[src/rtl/ctrl_pipeline.sv]
// Control-bundle pipeline with load-use hazard detection, external stall and flush.
// Optional CTRL_PIPE_STATS_EN adds saturating stall/bubble cycle counters.
module ctrl_pipeline #(
  parameter int CW     = 10,
  parameter int DEPTH  = 3,
  parameter int RW     = 5,
  parameter int LD_LAT = 1
) (
  input  logic                  clk,
  input  logic                  reset,
  input  logic [CW-1:0]         ctrl_in,
  input  logic [RW-1:0]         dst_in,
  input  logic                  wr_in,
  input  logic                  ld_in,
  input  logic [RW-1:0]         rs_id,
  input  logic [RW-1:0]         rt_id,
  input  logic                  flush_in,
  input  logic                  stall_ext,
  output logic [DEPTH*CW-1:0]   ctrl_pipe,
  output logic [DEPTH*RW-1:0]   dst_pipe,
  output logic [DEPTH-1:0]      wr_pipe,
  output logic                  pc_write,
  output logic                  ifid_write,
  output logic                  bubble
`ifdef CTRL_PIPE_STATS_EN
  ,
  output logic [15:0]           stall_cnt,
  output logic [15:0]           bubble_cnt
`endif
);

  typedef enum logic [1:0] {
    MODE_NORMAL = 2'd0,
    MODE_HOLD   = 2'd1,
    MODE_FLUSH  = 2'd2,
    MODE_BUBBLE = 2'd3
  } mode_e;

  logic [DEPTH-1:0][CW-1:0] ctrl_q, ctrl_d;
  logic [DEPTH-1:0][RW-1:0] dst_q, dst_d;
  logic [DEPTH-1:0]         wr_q, wr_d;
  logic [DEPTH-1:0]         ld_q, ld_d;
  logic                     hazard_s;
  mode_e                    mode_s;
  logic                     unused_ld_s;

  // Stages at or beyond LD_LAT keep their load flag only for uniformity.
  assign unused_ld_s = ^ld_q;

  // Load-use hazard: a load in the first LD_LAT stages feeds a source of IF/ID.
  always_comb begin
    hazard_s = 1'b0;
    for (int k = 0; k < LD_LAT; k++) begin
      hazard_s = hazard_s |
                 (ld_q[k] & wr_q[k] & (dst_q[k] != {RW{1'b0}}) &
                  ((dst_q[k] == rs_id) | (dst_q[k] == rt_id)));
    end
  end

  // Select the pipeline action by priority and drive the front-end enables.
  always_comb begin
    mode_s     = MODE_NORMAL;
    pc_write   = 1'b1;
    ifid_write = 1'b1;
    bubble     = 1'b0;
    if (stall_ext) begin
      mode_s     = MODE_HOLD;
      pc_write   = 1'b0;
      ifid_write = 1'b0;
    end else if (flush_in) begin
      mode_s = MODE_FLUSH;
      bubble = 1'b1;
    end else if (hazard_s) begin
      mode_s     = MODE_BUBBLE;
      pc_write   = 1'b0;
      ifid_write = 1'b0;
      bubble     = 1'b1;
    end else begin
      mode_s = MODE_NORMAL;
    end
  end

  // Next stage contents: hold, shift with a zero bundle, or shift with the ID bundle.
  always_comb begin
    ctrl_d = ctrl_q;
    dst_d  = dst_q;
    wr_d   = wr_q;
    ld_d   = ld_q;
    case (mode_s)
      MODE_HOLD: begin
        ctrl_d = ctrl_q;
      end
      MODE_FLUSH, MODE_BUBBLE: begin
        for (int k = 1; k < DEPTH; k++) begin
          ctrl_d[k] = ctrl_q[k-1];
          dst_d[k]  = dst_q[k-1];
          wr_d[k]   = wr_q[k-1];
          ld_d[k]   = ld_q[k-1];
        end
        ctrl_d[0] = {CW{1'b0}};
        dst_d[0]  = {RW{1'b0}};
        wr_d[0]   = 1'b0;
        ld_d[0]   = 1'b0;
      end
      MODE_NORMAL: begin
        for (int k = 1; k < DEPTH; k++) begin
          ctrl_d[k] = ctrl_q[k-1];
          dst_d[k]  = dst_q[k-1];
          wr_d[k]   = wr_q[k-1];
          ld_d[k]   = ld_q[k-1];
        end
        ctrl_d[0] = ctrl_in;
        dst_d[0]  = dst_in;
        wr_d[0]   = wr_in;
        ld_d[0]   = ld_in;
      end
      default: begin
        ctrl_d = ctrl_q;
      end
    endcase
  end

  // Stage registers; whatever leaves the last stage is simply dropped.
  always_ff @(posedge clk or negedge reset) begin
    if (!reset) begin
      ctrl_q <= {(DEPTH*CW){1'b0}};
      dst_q  <= {(DEPTH*RW){1'b0}};
      wr_q   <= {DEPTH{1'b0}};
      ld_q   <= {DEPTH{1'b0}};
    end else begin
      ctrl_q <= ctrl_d;
      dst_q  <= dst_d;
      wr_q   <= wr_d;
      ld_q   <= ld_d;
    end
  end

  assign ctrl_pipe = ctrl_q;
  assign dst_pipe  = dst_q;
  assign wr_pipe   = wr_q;

`ifdef CTRL_PIPE_STATS_EN
  logic [15:0] stall_cnt_q, stall_cnt_d;
  logic [15:0] bubble_cnt_q, bubble_cnt_d;

  // Saturating event counters.
  always_comb begin
    stall_cnt_d  = stall_cnt_q;
    bubble_cnt_d = bubble_cnt_q;
    if (stall_ext && (stall_cnt_q != 16'hFFFF)) begin
      stall_cnt_d = stall_cnt_q + 16'd1;
    end else begin
      stall_cnt_d = stall_cnt_q;
    end
    if (bubble && (bubble_cnt_q != 16'hFFFF)) begin
      bubble_cnt_d = bubble_cnt_q + 16'd1;
    end else begin
      bubble_cnt_d = bubble_cnt_q;
    end
  end

  // Counter registers.
  always_ff @(posedge clk or negedge reset) begin
    if (!reset) begin
      stall_cnt_q  <= 16'd0;
      bubble_cnt_q <= 16'd0;
    end else begin
      stall_cnt_q  <= stall_cnt_d;
      bubble_cnt_q <= bubble_cnt_d;
    end
  end

  assign stall_cnt  = stall_cnt_q;
  assign bubble_cnt = bubble_cnt_q;
`endif

endmodule

[config.mk]
export PLATFORM = sky130hd
export DESIGN_NAME = ctrl_pipeline
export DESIGN_NICKNAME = d
export VERILOG_FILES = /design/src/rtl/ctrl_pipeline.sv
export SDC_FILE = /design/constraint.sdc
export NUM_CORES = 1
export LEC_CHECK = 0
export ABC_AREA = 0
export BUFFER_PORTS_ARGS = -buffer_cell sky130_fd_sc_hd__buf_4
export CAP_MARGIN = 25
export CORE_UTILIZATION = 50
export CTS_CLUSTER_SIZE = 14
export DETAILED_ROUTE_END_ITERATION = 8
export HOLD_SLACK_MARGIN = 0.1
export PLACE_DENSITY = 0.83
export SETUP_SLACK_MARGIN = 0.1
export SKIP_LAST_GASP = 1
export SYNTH_ARGS = -nofsm -noshare
export SYNTH_HDL_FRONTEND = slang
export SYNTH_SLANG_ARGS = --single-unit
[constraint.sdc]
create_clock -name clk -period 3.25 [get_ports clk]
set_input_delay 0.1625 -clock clk [delete_from_list [all_inputs] [get_ports clk]]
set_output_delay 0.1625 -clock clk [all_outputs]
set_load 0.01 [all_outputs]
==> results.cfg, run 1 <==
[status]
outcome = finished clean

[timing]
final-setup-viol-count = 0
clock_skew_ps = 12.1
timing.final.crit_period_ps = 2450
fmax_mhz = 407
worstMarginPinSlew_ps = 627
rsz0062_at_grt = false
maxSlewViolCount = 0
relSlewSlack_pct = 58.2
finalSetupTns_ps = 0
hold_viol_final = 0
period_share_pct = 75.5
setup_slack_ps = 795

[setup_path]
path_class = flop to output pin
cp_cell_sequence = or4_4 -> o211ai_4 -> nor2_1 -> a22o_1 -> buf_4
slowest_delay_ps = 560
rrSetupSlack_ps = 1320
worst_setup_path_start_kind = flop
arrival_ps = 2290
crit_required_ps = 3090
crit_fanout = 19
slowest_stage = or4_4
critPathCaptureType = output pin

[worst_hold_path]
hp-class = input pin to flop

[clocking]
root_buffer = clkbuf_8
path_clk_slew_ps = 100
cts_htree_levels = 2
clockBufferDepth = 2
cts_buffers = 5
cts_tree = built
postCtsHoldBufs = 1
clk_latency_ps = 300
clkSinkCount = 49
cts_resized = 0
post_cts_buffers = 0

[die]
row_count = 24
pin_count = 82
die_width_um = 71.4
initial_core_util_pct = 53.5
dieHeight_um = 71.4
core_mm2 = 0.00450
dieArea_mm2 = 0.00510

[synthesis]
ys_ff_latch = 49
synth_top_cell_by_area = dfrtp_1
synth_nets = 230
synthDominantCellAreaShare_pct = 50.9
synth.area.top_cells = dfrtp_1 51%, mux2_2 15%, buf_4 10%
synth.distinct_cells = 20
avgSynthCellArea_um2 = 12.1
ys_warn_count = 0
ys_seq_area_share_pct = 50.9
syn_inst = 199
synthesis.area_mm2 = 0.00241

[routing]
drt_iter0_drc = 132
drt-wirelength-per-cell_um = 15.7
final_antenna_net_count = 0
viasPerCell = 5.39
route.detailed.drc = 0
drt_first_pass_iters = 4
wirelength_mm = 4.70
vias = 1612

[placement]
io_buffers = 81
placed_cells = 290
place_congestion = 0.819
hpwl_mm = 3.29
place_ws_ps = 1110

[finish]
final_cell_mix = 82 x buf_4, 49 x dfrtp_1, 32 x mux2_2
layout_commonest_cell = buf_4
syn_to_final_growth_pct = 20.6
fin_nets = 277
drive_above_1_share_pct = 55.9
diodes = 0
n_fill_cell = 368
final_cells = 299

[grt]
grt_start_max_net_pins = 54
grt_pass1_wl_mm = 7.79
grt_pass1_vias = 1580
grt_overflow_total = 0
gr-usage-all-layers_pct = 19.8
antenna_found_initial = 0

[pwr]
vdd_ir_drop_max_mv = 0.327
pwr_density_cell_mw_per_mm2 = 566
cellLeakagePower_nw = 1.34
power_mw = 1.64

[job]
drv_cap = 0
registers in the layout, indices dropped and copies added (netlist names):
register and cells:
ctrl_pipe 30, dst_pipe 15, wr_pipe 3, ld_q 1
where the power goes:
group          total, mW  leakage (nW)  internal, mW  switching, mW
Clock              0.364        0.0447         0.155          0.209
Sequential         0.807         0.608         0.719         0.0871
Combinational      0.474         0.688         0.269          0.205
logic make-up after synthesis:
group | Yosys count | share of synthesized area (%)
and+or+nand+nor | 25 | 4.41
DFF | 49 | 50.9
xor gates and xnor gates | 10 | 3.63
buffers and inverters | 45 | 12.9
muxes | 32 | 15.0
AOI/OAI and AO/OA | 38 | 13.2
metal layers:
layer	up-vias	part of all wire, %	track usage (%)	wire length [um]
met2	58	51	33.1	2380
li1	771	-	-	-
met1	779	44	26.4	2040
met5	-	0	0	0
met4	0	0.85	6.00	40
met3	4	4.9	3.66	228
critical path, delay by kind of cell, from the launching register on:
| family | cells | cell delay (ps) |
|---|---|---|
| AO/OA/AOI/OAI | 2 | 730 |
| buffers and inverters | 1 | 140 |
| AND/OR/NAND/NOR | 2 | 650 |
| flip-flops | 1 | 470 |
Yosys cell counts:
| cell | n |
|---|---|
| clkbuf_1 | 5 |
| dfrtp_1 | 49 |
| nor2_2 | 1 |
| buf_2 | 5 |
| o21ai_0 | 8 |
| xnor2_1 | 10 |
| o21ai_2 | 9 |
| buf_8 | 1 |
| inv_1 | 1 |
| o22ai_2 | 1 |
| o211ai_4 | 1 |
| mux2_2 | 32 |
| a21oi_2 | 1 |
| a22o_1 | 1 |
| or4_4 | 1 |
| nand3_1 | 2 |
| nand2_1 | 19 |
| buf_4 | 33 |
| a32oi_1 | 17 |
| nor2_1 | 2 |
path summary, 6_finish.rpt:
check	startpoint	to	cells past startpoint
hold / removal	ctrl_in[6]	ctrl_pipe[6]	3
min in group asynchronous	reset	ctrl_pipe[10]	2
setup / recovery	dst_pipe[4]	bubble	5
hold reg to reg	ctrl_pipe[20]	ctrl_pipe[20]	1
setup reg to reg	dst_pipe[4]	ctrl_pipe[5]	4
max in group asynchronous	reset	dst_pipe[0]	2
final cells by class:
cell class	count	area [um2]	share of cell area [%]
well taps	52	65.1	2.24
inverters	1	3.75	0.129
repair buffers	84	641	22.0
flip-flops and latches	49	1230	42.2
clock inverters	3	25.0	0.861
clock buffers	5	68.8	2.37
multi-input cells	105	876	30.1
stage by stage:
stage	area [um2]	utilization, %	hold WS, ps
after floorplan	2410	-	-133
after global placement	2790	61.9	217
after detailed placement	2800	62.2	216
after CTS	2910	64.5	104
after global routing	2910	64.5	101
final	2910	64.5	108
(Power assumes the default switching activity.)
==> run 2: changes to the inputs <==
==> constraint.sdc (replaced) <==
create_clock -name clk -period 2.5 [get_ports clk]
set_input_delay 0.125 -clock clk [delete_from_list [all_inputs] [get_ports clk]]
set_output_delay 0.125 -clock clk [all_outputs]
set_load 0.01 [all_outputs]
==> run 2 against run 1 <==
Power grew 37%. Sequential power grew 30%. Sequential share of layout area shrank 2.8 points. Global-route usage shrank 0.59 points. Die area is the same. Hold slack gained 120 ps. Highest routed layer unchanged.
==> results.cfg, run 2 (synthesis results as in run 1) <==
[timing]
period_share_pct = 87.3
final-setup-viol-count = 0
worstMarginPinSlew_ps = 643
relSlewSlack_pct = 57.1
clock_skew_ps = 7.32
fmax_mhz = 458
rsz0062_at_grt = false
finalSetupTns_ps = 0
setup_slack_ps = 318
hold_viol_final = 0
timing.final.crit_period_ps = 2180
maxSlewViolCount = 0

[setup_path]
critPathCaptureType = output pin
slowest_stage = or4_4
cp_num_buf_inv = 1
slowest_delay_ps = 570
cp_top_family = simple AND/OR/NAND/NOR gates
cp_cell_sequence = or4_4 -> o211ai_4 -> nor2_1 -> a22o_1 -> buf_4
crit_required_ps = 2380
arrival_ps = 2060
crit_fanout = 10
path_class = flop to output pin
worst_setup_path_start_kind = flop

[placement]
dpl-instance-area_mm2 = 0.00282
place_ws_ps = 635
place_congestion = 0.771
placed_cells = 293
io_buffers = 81
hpwl_mm = 3.20

[clocking]
cts_resized = 0
cts_tree = built
cts_buffers = 5
path_clk_slew_ps = 90
clockBufferDepth = 2
root_buffer = clkbuf_8
post_cts_buffers = 0
cts_htree_levels = 2
clkSinkCount = 49
clk_latency_ps = 290
postCtsHoldBufs = 18

[pwr]
swShare_pct = 27.5
p_comb_share_pct = 28.5
pwr-share-seq_pct = 46.4
clockPowerShare_pct = 25.1
power_switching_uw = 621
vdd_ir_drop_max_mv = 0.306
power.internal_mw = 1.63
cellLeakagePower_nw = 1.44
pwr_density_cell_mw_per_mm2 = 724
power_mw = 2.25

[die]
row_count = 24
initial_core_util_pct = 53.5
core_mm2 = 0.00450
pin_count = 82
die_width_um = 71.4
dieHeight_um = 71.4
dieArea_mm2 = 0.00510

[worst_hold_path]
hp-class = input pin to flop

[finish]
largest_reg_flops = 30
final_cell_mix = 86 x buf_4, 49 x dfrtp_1, 32 x mux2_2
n_fill_cell = 361
postLayoutCellArea_mm2 = 0.00311
final_cells = 319
drive_above_1_share_pct = 52.4
multi_input_area_um2 = 876
syn_to_final_growth_pct = 29.2
fin_nets = 297
layout_commonest_cell = buf_4
diodes = 0
register_area_mm2 = 0.00123

[grt]
grt_overflow_total = 0
grt_pass1_wl_mm = 7.69
grt_pass1_vias = 1627
gr-usage-all-layers_pct = 19.2
grt_start_max_net_pins = 50
antenna_found_initial = 0

[routing]
route.detailed.drc = 0
drt_iter0_drc = 100
vias = 1664
wirelength_mm = 4.69
drt_first_pass_iters = 4
final_antenna_net_count = 0
viasPerCell = 5.22
drt-wirelength-per-cell_um = 14.7

[status]
outcome = finished clean

[job]
drv_cap = 0
## run 2: cell types whose count changed in the layout (fill, tap and decap cells not counted), sizes merged
cell,previous run,this run
dlygate4sd3,1,18
buf,83,86
clkbuf,5,7
bufinv,0,1
clkinv,1,0
clkinvlp,1,0
inv,2,1
## run 2: metal layers
| layer | global-route usage, % | vias to the layer above | routed length (um) |
|---|---|---|---|
| met2 | 34.2 | 57 | 2400 |
| met4 | 3.33 | 0 | 17 |
| met3 | 3.94 | 2 | 242 |
| li1 | - | 805 | - |
| met1 | 24.6 | 800 | 2030 |
| met5 | 0 | - | 0 |
## run 2: power groups by stage
stage                     combinational (mW)  sequential, mW  clock (mW)
final                                  0.641            1.05       0.566
after CTS                              0.647            1.05       0.584
after global placement                 0.608            1.06           0
after global routing                   0.693            1.07       0.610
after floorplan                        0.398            1.07           0
after detailed placement               0.624            1.06           0
## run 2: worst reg2reg max path, stage by stage, from the launching register on
cell	delay, ps
dfrtp_1	460
or4_4	570
o211ai_4	320
buf_4	250
a32oi_1	120
o21ai_0	90
## run 2: per-stage QoR
step | hold WS [ps] | util, %
after floorplan | -171 | -
after global placement | 180 | 62.5
after detailed placement | 182 | 62.5
after CTS | 225 | 69.1
after global routing | 261 | 69.1
final | 232 | 69.1
## run 2: path summary, 6_finish.rpt
kind,startpoint,end,slack (ps),depth (start not counted)
min in group asynchronous,reset,ctrl_pipe[20],400,2
min reg2reg,ctrl_pipe[20],ctrl_pipe[20],510,1
min,flush_in,ctrl_pipe[4],230,4
max reg2reg,dst_pipe[3],ctrl_pipe[1],610,5
max in group asynchronous,reset,dst_pipe[4],1700,2
max,dst_pipe[3],bubble,320,5
## run 2: layout make-up
cell class,instances,area share [%]
flip-flops and latches,49,39.4
multi-input cells,105,28.1
repair buffers,104,26.5
clock buffers,7,2.77
well taps,52,2.09
clock inverters,1,0.965
inverters,1,0.121
